--- config.mk ---
export PLATFORM = sky130hd
export DESIGN_NAME = cdc_word_sender
export DESIGN_NICKNAME = d
export VERILOG_FILES = /design/src/rtl/cdc_sender_pkg.sv /design/src/rtl/sync_fifo.sv /design/src/rtl/cdc_word_sender.sv
export SDC_FILE = /design/constraint.sdc
export NUM_CORES = 1
export LEC_CHECK = 0
export ABC_AREA = 0
export BUFFER_PORTS_ARGS = -buffer_cell sky130_fd_sc_hd__buf_2
export CORE_MARGIN = 3
export CORE_UTILIZATION = 40
export CTS_CLUSTER_DIAMETER = 150
export DETAILED_ROUTE_END_ITERATION = 6
export PLACE_DENSITY_LB_ADDON = 0.3
export SYNTH_ARGS = -nofsm -noshare
export SYNTH_HDL_FRONTEND = slang
export SYNTH_SLANG_ARGS = --single-unit
--- constraint.sdc ---
create_clock -name clka -period 4.7 [get_ports clka]
set_clock_uncertainty 0.2 [all_clocks]
set_input_delay 0.235 -clock clka [delete_from_list [all_inputs] [get_ports clka]]
set_output_delay 0.235 -clock clka [all_outputs]
set_load 0.02 [all_outputs]
--- src/rtl/cdc_sender_pkg.sv ---
// Shared types and default sizing for the CDC word sender and its FIFO.
package cdc_sender_pkg;

    localparam int unsigned DEF_WIDTH       = 8;
    localparam int unsigned DEF_DEPTH       = 4;
    localparam int unsigned DEF_ACK_TIMEOUT = 255;

    typedef enum logic [1:0] {
        ST_IDLE,
        ST_SEND,
        ST_WAIT_HI,
        ST_WAIT_LO
    } state_e;

    // Bits needed to hold 0..max_val; never narrower than one bit.
    function automatic int unsigned cnt_width(input int unsigned max_val);
        return (max_val < 2) ? 1 : $clog2(max_val + 1);
    endfunction

endpackage

--- src/rtl/sync_fifo.sv ---
// Single-clock FIFO with occupancy count; DEPTH must be a power of two so the
// pointers wrap naturally.
module sync_fifo
    import cdc_sender_pkg::*;
#(
    parameter int unsigned WIDTH = DEF_WIDTH,
    parameter int unsigned DEPTH = DEF_DEPTH
) (
    input  logic                   clk_i,
    input  logic                   rst_i,
    input  logic                   push_i,
    input  logic [WIDTH-1:0]       wdata_i,
    input  logic                   pop_i,
    output logic [WIDTH-1:0]       rdata_o,
    output logic [$clog2(DEPTH):0] level_o,
    output logic                   empty_o,
    output logic                   full_o
);

    localparam int unsigned AW = $clog2(DEPTH);

    logic [WIDTH-1:0] mem_q [DEPTH];
    logic [AW-1:0]    wptr_q, wptr_d;
    logic [AW-1:0]    rptr_q, rptr_d;
    logic [AW:0]      level_q, level_d;
    logic             push_ok, pop_ok;

    assign empty_o = (level_q == '0);
    assign full_o  = (level_q == (AW+1)'(DEPTH));
    assign push_ok = push_i && !full_o;
    assign pop_ok  = pop_i && !empty_o;
    assign rdata_o = mem_q[rptr_q];
    assign level_o = level_q;

    always_comb begin
        wptr_d  = wptr_q;
        rptr_d  = rptr_q;
        level_d = level_q;
        if (push_ok) wptr_d = wptr_q + AW'(1);
        if (pop_ok)  rptr_d = rptr_q + AW'(1);
        case ({push_ok, pop_ok})
            2'b10:   level_d = level_q + (AW+1)'(1);
            2'b01:   level_d = level_q - (AW+1)'(1);
            default: level_d = level_q;
        endcase
    end

    always_ff @(posedge clk_i or posedge rst_i) begin
        if (rst_i) begin
            wptr_q  <= '0;
            rptr_q  <= '0;
            level_q <= '0;
        end else begin
            wptr_q  <= wptr_d;
            rptr_q  <= rptr_d;
            level_q <= level_d;
        end
    end

    // Storage needs no reset: the pointers and level define what is valid.
    always_ff @(posedge clk_i) begin
        if (push_ok) mem_q[wptr_q] <= wdata_i;
    end

endmodule

--- src/rtl/cdc_word_sender.sv ---
// Queues local words and hands them one at a time to a CDC receiver using a
// launch pulse plus a four-phase acknowledge, with a bounded wait per phase.
module cdc_word_sender
    import cdc_sender_pkg::*;
#(
    parameter int unsigned WIDTH       = DEF_WIDTH,
    parameter int unsigned DEPTH       = DEF_DEPTH,
    parameter int unsigned ACK_TIMEOUT = DEF_ACK_TIMEOUT
) (
    input  logic                   clka,
    input  logic                   rsta,
    input  logic [WIDTH-1:0]       in_data,
    input  logic                   in_valid,
    output logic                   in_ready,
    output logic [WIDTH-1:0]       dataa,
    output logic                   new_dataa,
    input  logic                   acka,
    input  logic                   clr_err,
    output logic [$clog2(DEPTH):0] level,
    output logic                   busy,
    output logic                   timeout_err
);

    localparam int unsigned CW = cnt_width(ACK_TIMEOUT);

    state_e           state_q;
    logic [WIDTH-1:0] dataa_q;
    logic [CW-1:0]    cnt_q;
    logic             err_q;

    logic             fifo_push;
    logic             fifo_pop;
    logic             fifo_empty;
    logic             fifo_full;
    logic [WIDTH-1:0] fifo_rdata;
    logic             ack_expired;
    logic             timeout_set;

    sync_fifo #(
        .WIDTH(WIDTH),
        .DEPTH(DEPTH)
    ) u_fifo (
        .clk_i  (clka),
        .rst_i  (rsta),
        .push_i (fifo_push),
        .wdata_i(in_data),
        .pop_i  (fifo_pop),
        .rdata_o(fifo_rdata),
        .level_o(level),
        .empty_o(fifo_empty),
        .full_o (fifo_full)
    );

    assign in_ready  = !fifo_full;
    assign fifo_push = in_valid && in_ready;
    // A stale acknowledge from a previous transfer blocks the next launch.
    assign fifo_pop  = (state_q == ST_IDLE) && !fifo_empty && !acka;

    assign ack_expired = (cnt_q == CW'(ACK_TIMEOUT));
    assign timeout_set = ack_expired &&
                         (((state_q == ST_WAIT_HI) && !acka) ||
                          ((state_q == ST_WAIT_LO) &&  acka));

    always_ff @(posedge clka or posedge rsta) begin
        if (rsta) begin
            state_q <= ST_IDLE;
            dataa_q <= '0;
            cnt_q   <= '0;
            err_q   <= 1'b0;
        end else begin
            case (state_q)
                ST_IDLE: begin
                    if (fifo_pop) begin
                        dataa_q <= fifo_rdata;
                        state_q <= ST_SEND;
                    end
                end
                ST_SEND: begin
                    cnt_q   <= '0;
                    state_q <= ST_WAIT_HI;
                end
                ST_WAIT_HI: begin
                    if (acka) begin
                        cnt_q   <= '0;
                        state_q <= ST_WAIT_LO;
                    end else if (ack_expired) begin
                        state_q <= ST_IDLE;
                    end else begin
                        cnt_q <= cnt_q + CW'(1);
                    end
                end
                ST_WAIT_LO: begin
                    if (!acka || ack_expired) begin
                        state_q <= ST_IDLE;
                    end else begin
                        cnt_q <= cnt_q + CW'(1);
                    end
                end
                default: state_q <= ST_IDLE;
            endcase

            if (timeout_set) begin
                err_q <= 1'b1;
            end else if (clr_err) begin
                err_q <= 1'b0;
            end
        end
    end

    assign dataa       = dataa_q;
    assign new_dataa   = (state_q == ST_SEND);
    assign busy        = (state_q != ST_IDLE);
    assign timeout_err = err_q;

endmodule

Yosys cells after proc, flatten, opt, wreduce, memory -nomap -nowiden
Memories as Yosys holds them, arrays and structs flattened. A register that Yosys moved wholly into a read port is not among the register bits.
Cells that the tools add are included.
Operators by class
  equality and inequality tests: 12
  add/sub/neg operators: 5
  reductions and logical operators: 22
  mux-type cells: 14
Operator list (number)
  $mux 8: 3
  $pmux 8 s3: 1
  $add 8x1->8 const B: 1
  $eq 8x8->1 const B: 1
  $logic_and 1x1->1: 8
  $mux 2: 4
  $pmux 2 s4: 1
  $eq 2x2->1 const B: 3
  $ne 3x3->1 const B: 2
  $pmux 3 s2: 1
  $reduce_and 3->1: 2
  $reduce_bool 2->1: 3
  $add 2x1->2 const B: 2
  $eq 2x1->1 const B: 2
  $mux 1: 4
  $ne 2x1->1 const B: 2
  $add 3x1->3 const B: 1
  $eq 3x3->1 const B: 1
  $logic_not 1->1: 3
  $logic_not 3->1: 1
  $reduce_bool 3->1: 1
  $sub 3x1->3 const B: 1
  $logic_not 2->1: 1
  $logic_or 1x1->1: 2
  2 further kinds: 2
Word-level totals
  memories: 1
  logic and storage cells: 60
  input port bits: 13
  output and inout bits: 15
  register bits: 18
  memory bits (writable): 32
Memories
  u_fifo.mem_q: words 4, width 8, read ports 1, clocked after memory_dff 1, write ports 1, line sync_fifo.sv:22  | logic [WIDTH-1:0] mem_q [DEPTH];

Depth between registers and ports, before layout
Gate-level depths: netlist (run 1).
  depth in word-level cells: 7
  gate-level depth with buffers: 10
  gate-level depth less buffers: 10

Hierarchy
A second synthesis (run 1) with hierarchy kept.
Unflattened totals
  cell total of the unflattened synthesis: 190
  area total of the unflattened synthesis: 2687.6 um^2
Modules (own cells, without submodules)
  sync_fifo: seq. area each 1136.1 um^2, instances 1, cells each 80, area each 1596.5 um^2
  cdc_word_sender: seq. area each 475.5 um^2, instances 1, cells each 110, area each 1091.0 um^2

Worst setup path after synthesis (run 1)
OpenSTA, ideal clock, no wires.
  kind: register to register
  start: reg u_fifo.level_q[0], in the netlist u_fifo.level_o[0]
  end: reg u_fifo.level_q[2], in the netlist u_fifo.level_o[2]
  buffers on the path: 0
  slack: 2.274 ns
  arrival: 2.146 ns
  period minus slack after synthesis: 2.426 ns
  library setup time: 0.080 ns
  required time: 4.420 ns
  stages on the path, launching flop included: 11
  path through: dfrtp_1 -> inv_1 -> nand3_1 -> and2_1 -> inv_1 -> ha_1 -> inv_1 -> fa_1 -> xor2_1 -> nor2_1 -> xor2_1
On the way
  elaborated cells on any way between the ends: 15
  those cells by class: add/sub: 2; eq/ne: 3; mux: 1; reduce/logical: 9
RTL lines
  from (decl): line sync_fifo.sv:25  | logic [AW:0] level_q, level_d;
  from (signal assigned): line sync_fifo.sv:56  | level_q <= level_d;
  $eq 3x3->1 (*): line sync_fifo.sv:29  | assign full_o = (level_q == (AW+1)'(DEPTH));
  $logic_not 1->1 (*): line cdc_word_sender.sv:54  | assign in_ready = !fifo_full;
  via in_ready: line cdc_word_sender.sv:14  | output logic in_ready,
  $logic_and 1x1->1: line cdc_word_sender.sv:55  | assign fifo_push = in_valid && in_ready;
  $logic_and 1x1->1 (*): line sync_fifo.sv:30  | assign push_ok = push_i && !full_o;
  $eq 2x1->1 or $eq 2x2->1 (tied branches): line sync_fifo.sv:41  | case ({push_ok, pop_ok})
  $pmux 3 s2 or $reduce_bool 2->1 (tied branches)
Mark *: on every way through the listed nets, which the timed path passes. The rest lies on a longest branch.
A chain may end at the register's enable or synchronous reset.

Final worst setup path (run 1)
  start: reg state_q[1]
  end: reg u_fifo.level_q[2], in the netlist u_fifo.level_o[2]
On the way
  longest elaborated chain between the ends: 6
  elaborated cells on any way between the ends: 8
  those cells by class: eq/ne: 2; mux: 1; reduce/logical: 5
RTL lines
  from (decl): line cdc_word_sender.sv:26  | state_e state_q;
  from (signal assigned): line cdc_word_sender.sv:66  | state_q <= ST_IDLE;
  from (signal assigned): line cdc_word_sender.sv:75  | state_q <= ST_SEND;
  from (signal assigned): line cdc_word_sender.sv:80  | state_q <= ST_WAIT_HI;
  $logic_not 2->1 (*): line cdc_word_sender.sv:57  | assign fifo_pop = (state_q == ST_IDLE) && !fifo_empty && !acka;
  $logic_and 1x1->1 (*) (2 in series): line cdc_word_sender.sv:57
  $logic_and 1x1->1 (*): line sync_fifo.sv:31  | assign pop_ok = pop_i && !empty_o;
  $eq 2x1->1 or $eq 2x2->1 (tied branches): line sync_fifo.sv:41
  $pmux 3 s2 or $reduce_bool 2->1 (tied branches)
Every way passes the cells marked *; elsewhere a longest branch is shown, timed or not.

==> qor.yml, run 1 <==
hpwlAfterDp_mm: 3.211
use_met3_pct: 5.109
antenna_found_initial: 0
fmax_mhz: 327.5
htreeDepth: 3
path_max_fanout: 23
instances_no_fill: 306
track_usage_pct: 14.74
cts-root-buf: "clkbuf_8"
nNetsFinal: 246
use_met1_pct: 18.78
gp_congestion: 0.7448
grt_pass1_vias: 1702
outcome: "complete, no violations"
numCtsBuffers: 9
drive_above_1_share_pct: 27.71
power_leakage_nw: 1.264
start_util_pct: 42.88
crit_path_start: "state_q[1]$_DFFE_PP0P_"
async_flop_share_pct: 44.83
synthCells: 185
synthTopCellsByArea: "edfxtp_1 36%, dfrtp_1 25%, mux4_2 6.8%, mux2_2 3.8%, ha_1 2.8%"
synth_seq_area_share_pct: 60.96
clkTransAtPathRegs_ns: 0.06
syn-num-nets: 205
worst_ir_drop_vdd_mv: 0.2754
die_h_um: 87.30
grt-busiest-layer: "met2"
ant_nets: 0
setup_viol: 0
p_seq_share_pct: 47.5
cts.repair.resized: 0
crit_end: "u_fifo.level_o[2]$_DFFE_PP0P_"
worst_slew_pin_slew_ns: 0.9923
ys_seq_elements: 58
grt_max_degree: 27
power.share.clock_pct: 21.2
clkLatencyLatePin_ns: 0.33
wl_per_cell_um: 15.80
p_comb_share_pct: 31.3
fp.dieW_um: 87.30
rsz0062_at_grt: "false"
hold_viol: 0
ctsHoldBuffers: 10
path_class: "register to register"
cts_tree: "built"
dr.pass1.iters: 4
grt_pass1_wl_mm: 8.355
vias_per_cell: 5.337
clkSinkCount: 58
cts.path.max_buffers: 2
cp-start-kind: "register"
fin_crit_sh_pct: 64.97
power.internal_mw: 1.135
pwr_density_cell_mw_per_mm2: 563.3
drt_iter0_markers: 180
vias: 1633
yosysWarnings: 0
die_area_mm2: 0.007621
utilization_pct: 50.10
core_area_mm2: 0.006166
end_kind: "register"
num-fill-cells: 535
synth.distinct_cells: 43
met2_usage_pct: 22.67
drcViolationCount: 0
ys.flop_type: "edfxtp_1"
cap_violations: 0
p_sw_share_pct: 34.77
r2r-start: "state_q[1]$_DFFE_PP0P_"
placed_cells: 280
period_minus_slack_ns: 3.054
wirelength_mm: 4.835
syn_area_per_cell_um2: 14.29
antenna_cells: 0
drv_slew: 0
fin_tns_setup_ns: 0
cp_data_arrival_time_ns: 3.11
port_buffers: 27
area_growth_pct: 16.85
ios: 28
grt.overflow.total: 0
synth_top_area_cell: "edfxtp_1"
p_switching_mw: 0.6050
r2r_slack_ns: 1.65
rr_endpoint: "u_fifo.level_o[2]$_DFFE_PP0P_"
reg2reg_depth: 8
rows: 28
min-delay-path-class: "input pin to register"
synth_top_area_share_pct: 36.35
slew_headroom_pct: 33.77
syn-cell-area_mm2: 0.002644
cp.required_ns: 4.75
synth_edf_count: 32
post_cts_buffers: 0
-- metal layers --
metal  share of wire [%]  wire, um
met1                  46      2226
met2                  48      2317
met3                 4.5       219
met4                 1.5        72
met5                   0         0
-- registers in the layout, indices dropped and copies added, names as in the netlist --
| signal | cells |
|---|---|
| u_fifo.mem_q | 32 |
| cnt_q | 8 |
| dataa | 8 |
| u_fifo.level_o | 3 |
| state_q | 2 |
| u_fifo.rptr_q | 2 |
| u_fifo.wptr_q | 2 |
| timeout_err | 1 |
-- synthesized netlist by cell type (all sizes together) (5+ instances only) --
cell type and n:
mux4 8, inv 13, nand4 6, mux2 9
dfrtp 26, nor2 7, nand2 5, nand3 6
ha 6, a21oi 10, edfxtp 32, and3 9
-- through the flow --
step                      setup WS, ns  hold slack [ns]  instance area (um2)  power [mW]
after floorplan                  2.274          0.07502                 2644       1.227
after global placement           1.718           0.2361                 2834       1.373
after detailed placement         1.642           0.2373                 2834       1.390
after CTS                        1.619          0.07528                 3089       1.770
after global routing             1.407           0.1172                 3089       1.867
final                            1.646          0.09393                 3089       1.740
-- worst max-delay path: stages (launching register included) --
cell	delay, ns
dfrtp_1	0.61
nor2_1	0.44
o311a_1	0.60
ha_1	0.28
inv_1	0.06
fa_1	0.37
xor2_1	0.15
nor2_1	0.11
xor2_1	0.15
-- worst min path at each step --
stage	slack (ns)	from	end	depth (start not counted)
floorplan	0.08	rsta	cnt_q[0]$_DFFE_PP0P_	1
detailed placement	0.24	clr_err	timeout_err$_DFFE_PP0P_	2
global placement	0.24	clr_err	timeout_err$_DFFE_PP0P_	2
CTS	0.08	acka	cnt_q[6]$_DFFE_PP0P_	2
finish	0.09	acka	cnt_q[6]$_DFFE_PP0P_	2
global route	0.12	acka	cnt_q[6]$_DFFE_PP0P_	2
-- power by group through the flow --
stage	clock (mW)	combinational, mW	sequential, mW
final	0.369	0.545	0.826
after global routing	0.407	0.605	0.855
after CTS	0.382	0.556	0.832
after detailed placement	0	0.549	0.841
after global placement	0	0.538	0.835
after floorplan	0	0.413	0.813
-- cell families after synthesis --
| group | synth area share (%) |
|---|---|
| adders and majority gates | 5.206 |
| and+or+nand+nor | 9.702 |
| DFF | 60.96 |
| AOI/OAI and AO/OA | 7.430 |
| buffers and inverters | 3.313 |
| xor gates and xnor gates | 1.988 |
| muxes | 11.41 |
-- layout by cell type, fill, tap and decap left out, types with 2 or more instances in the layout --
cell type	Yosys	layout
a21oi_1	10	10
clkbuf_8	0	9
maj3_1	2	2
a31oi_1	2	2
mux2i_1	2	2
xnor2_1	3	3
mux2_2	9	9
o211a_1	2	2
xor2_1	3	3
ha_1	6	6
nand4_1	5	5
and3_1	7	7
maj3_2	2	2
edfxtp_1	32	32
nand2b_1	4	4
buf_2	1	27
nand3_1	6	6
o22ai_1	2	2
a311o_1	2	2
nand2_1	5	5
o211ai_1	2	2
inv_1	13	13
dfrtp_1	26	26
clkbuf_1	3	3
nor2b_1	3	3
and3_2	2	2
dlygate4sd3_1	0	10
mux4_2	8	8
clkinv_1	0	2
nor2_1	7	7
-- final cells by class --
class | instances | area [um2] | share of cell area [%]
multi-input cells | 107 | 944.7 | 30.58
inverters | 13 | 48.80 | 1.580
repair buffers | 37 | 235.2 | 7.614
flip-flops and latches | 58 | 1612 | 52.17
well taps | 75 | 93.84 | 3.038
clock buffers | 12 | 135.1 | 4.374
clock inverters | 4 | 20.02 | 0.6480
Power figures use the tool's default switching activity.
==> inputs of run 2 (changes only) <==
--- a/config.mk
+++ b/config.mk
@@ -5,7 +5,7 @@
 export SDC_FILE = /design/constraint.sdc
 export NUM_CORES = 1
 export LEC_CHECK = 0
-export ABC_AREA = 0
+export ABC_AREA = 1
 export BUFFER_PORTS_ARGS = -buffer_cell sky130_fd_sc_hd__buf_2
 export CORE_MARGIN = 3
 export CORE_UTILIZATION = 40
==> constraint.sdc (replaced) <==
create_clock -name clka -period 2.8 [get_ports clka]
set_clock_uncertainty 0.2 [all_clocks]
set_input_delay 0.14 -clock clka [delete_from_list [all_inputs] [get_ports clka]]
set_output_delay 0.14 -clock clka [all_outputs]
set_load 0.02 [all_outputs]
==> run 2 against run 1 <==
  * Global-route usage is 0.29 points higher
  * Critical path depth is 1 higher
  * Sequential power is 60% higher
  * Power is 79% higher
  * Largest cell class unchanged
  * Highest routed layer unchanged
==> qor.yml, run 2 <==
start_util_pct: 42.71  # was 42.88%
cp.required_ns: 2.81  # was 4.75 ns
post-synth-top-count-cell: "nor2_1"  # was edfxtp_1
utilization_pct: 51.69  # was 50.10%
fmax_mhz: 454.8  # was 327.5 MHz
cts.repair.resized: 0  # unchanged
finalWorstSetupSlack_ns: 0.6014  # was 1.646 ns
area_growth_pct: 21.02  # was 16.85%
mostFrequentLayoutCells: "63 x nor2_1, 41 x nand2_1, 32 x edfxtp_1"  # was 32 x edfxtp_1, 27 x buf_2, 26 x dfrtp_1
die_area_mm2: 0.007553  # was 0.007621 mm2
clkTransAtPathRegs_ns: 0.06  # about the same
hpwlAfterDp_mm: 3.186  # was 3.211 mm
outcome: "complete, no violations"  # unchanged
setup_viol: 0  # unchanged
largest_reg_flops: 32  # unchanged
min-delay-path-class: "input pin to register"  # unchanged
synthTopCellsByCount: "63 x nor2_1, 41 x nand2_1, 32 x edfxtp_1, 26 x dfrtp_1, 19 x inv_1"  # was 32 x edfxtp_1, 26 x dfrtp_1, 13 x inv_1, 10 x a21oi_1, 9 x mux2_2
fin_total_pwr_mw: 3.110  # was 1.740 mW
die_h_um: 86.91  # was 87.30 um
end_kind: "register"  # unchanged
numCtsBuffers: 9  # unchanged
rsz0062_at_grt: "false"  # unchanged
core_area_mm2: 0.006131  # was 0.006166 mm2
crit_family: "adder cells"  # unchanged
dr.pass1.iters: 4  # unchanged
crit_chain: "nor2_1 > nand3_1 > inv_2 > ha_1 > inv_1 > fa_1 > a21oi_1 > o21ai_0 > xor2_1"  # was nor2_1 > o311a_1 > ha_1 > inv_1 > fa_1 > xor2_1 > nor2_1 > xor2_1
antenna_cells: 0  # unchanged
slew_headroom_pct: 58.38  # was 33.77%
cap_violations: 0  # unchanged
instances_no_fill: 394  # was 306
min_path_cells: 3  # was 2
reg2reg_depth: 9  # was 8
fp.dieW_um: 86.91  # was 87.30 um
wl_per_cell_um: 12.76  # was 15.80 um
drt_iter0_markers: 78  # was 180
placed_cells: 366  # was 280
clkLatencyLatePin_ns: 0.33  # about the same
cp_data_arrival_time_ns: 2.20  # was 3.11 ns
slowest_stage: "dfrtp_1"  # unchanged
pre_cts_ws_ns: 0.6106  # was 1.642 ns
antenna_found_initial: 0  # unchanged
vias: 1882  # was 1633
nNetsFinal: 334  # was 246
synth.distinct_cells: 23  # was 43
grt_pass1_vias: 1820  # was 1702
hold_viol: 0  # unchanged
yosysWarnings: 0  # unchanged
r2r_slack_ns: 0.60  # was 1.65 ns
final_common_cell: "nor2_1"  # was edfxtp_1
syn-num-nets: 283  # was 205
htreeDepth: 3  # unchanged
critPathBufInv: 2  # was 1
synth_edf_count: 32  # unchanged
ios: 28  # unchanged
synthTopCellsByArea: "edfxtp_1 37%, dfrtp_1 25%, nor2_1 9.0%, nand2_1 5.9%, o21ai_0 3.4%"  # was edfxtp_1 36%, dfrtp_1 25%, mux4_2 6.8%, mux2_2 3.8%, ha_1 2.8%
gp_congestion: 0.7744  # was 0.7448
drcViolationCount: 0  # unchanged
worst_slew_pin_slew_ns: 0.6237  # was 0.9923 ns
worst_ir_drop_vdd_mv: 0.5646  # was 0.2754 mV
drv_slew: 0  # unchanged
synth_top_area_share_pct: 36.69  # was 36.35%
synth_seq_area_share_pct: 61.54  # was 60.96%
clkSinkCount: 58  # unchanged
cp-start-kind: "register"  # unchanged
syn_area_per_cell_um2: 9.957  # was 14.29 um2
power_leakage_nw: 1.381  # was 1.264 nW
wirelength_mm: 5.026  # was 4.835 mm
grt_max_degree: 19  # was 27
grt_pass1_wl_mm: 8.397  # was 8.355 mm
path_max_fanout: 4  # was 23
ys_seq_elements: 58  # unchanged
cp.depth: 9  # was 8
vias_per_cell: 4.777  # was 5.337
track_usage_pct: 15.04  # was 14.74%
period_minus_slack_ns: 2.199  # was 3.054 ns
ant_nets: 0  # unchanged
path_class: "register to register"  # unchanged
ys.flop_type: "edfxtp_1"  # unchanged
synthCells: 263  # was 185
syn-cell-area_mm2: 0.002619  # was 0.002644 mm2
rows: 28  # unchanged
cts.path.max_buffers: 2  # unchanged
cts_tree: "built"  # unchanged
fin_tns_setup_ns: 0  # unchanged
synth_top_area_cell: "edfxtp_1"  # unchanged
cts-root-buf: "clkbuf_8"  # unchanged
fin_crit_sh_pct: 78.52  # was 64.97%
pwr_density_cell_mw_per_mm2: 981.4  # was 563.3 mW/mm2
top_register: "u_fifo.mem_q"  # unchanged
max_stage_delay_ns: 0.41  # was 0.61 ns
drive_above_1_share_pct: 19.75  # was 27.71%
port_buffers: 27  # unchanged
async_flop_share_pct: 44.83  # unchanged
num-fill-cells: 544  # was 535
grt.overflow.total: 0  # unchanged
[run 2: layout make-up]
cell class              instances  area, um2  area share, %
clock buffers                  11      131.4          4.145
clock inverters                 5      56.30          1.777
inverters                      26      97.59          3.079
multi-input cells             174      878.3          27.71
flip-flops and latches         58       1612          50.85
well taps                      75      93.84          2.961
repair buffers                 45      300.3          9.475
[run 2: per-layer routing]
metal	global-route usage, %	wire (um)
met5	0	0
met4	5.949	91
met3	5.109	212
met2	24.98	2401
met1	17.90	2321
[run 2: cells by family after synthesis]
logic type,synth area share (%)
buf+inv,4.921
fa+ha+maj,3.631
compound gates,7.119
flops,61.54
xor+xnor,1.672
simple gates,21.12
[run 2: what timing repair did]
action,4_1_cts,5_1_grt
hold buffers,12,0
buffers inserted,0,0
endpoints found under the hold margin,48,0
[run 2: worst reg2reg max path, delay by kind of cell (launching register included)]
family	cells	cell delay, ns
buffers and inverters	2	0.16
and+or+nand+nor	2	0.39
adders and majority gates	2	0.52
DFF	1	0.41
AOI/OAI and AO/OA	2	0.25
xor gates and xnor gates	1	0.15
[run 2: power by group]
group          internal (mW)  switching, mW
registers               1.14          0.175
clock network          0.410          0.321
logic                  0.372          0.688
total                   1.93           1.18
[run 2: final timing paths]
check                                                end                     startpoint
setup / recovery           u_fifo.level_o[2]$_DFFE_PP0P_         state_q[1]$_DFFE_PP0P_
hold / removal              u_fifo.wptr_q[0]$_DFFE_PP0P_                       in_valid
setup reg to reg           u_fifo.level_o[2]$_DFFE_PP0P_         state_q[1]$_DFFE_PP0P_
hold reg to reg            u_fifo.level_o[0]$_DFFE_PP0P_  u_fifo.level_o[0]$_DFFE_PP0P_
max in group asynchronous           cnt_q[3]$_DFFE_PP0P_                           rsta
min in group asynchronous           dataa[2]$_DFFE_PP0P_                           rsta
[run 2: stage by stage]
stage                     cell area, um2  hold slack, ns
final                               3169         0.07292
after global routing                3169          0.1039
after CTS                           3169         0.05435
after global placement              2861         0.03808
after floorplan                     2619        -0.01998
after detailed placement            2861         0.05043
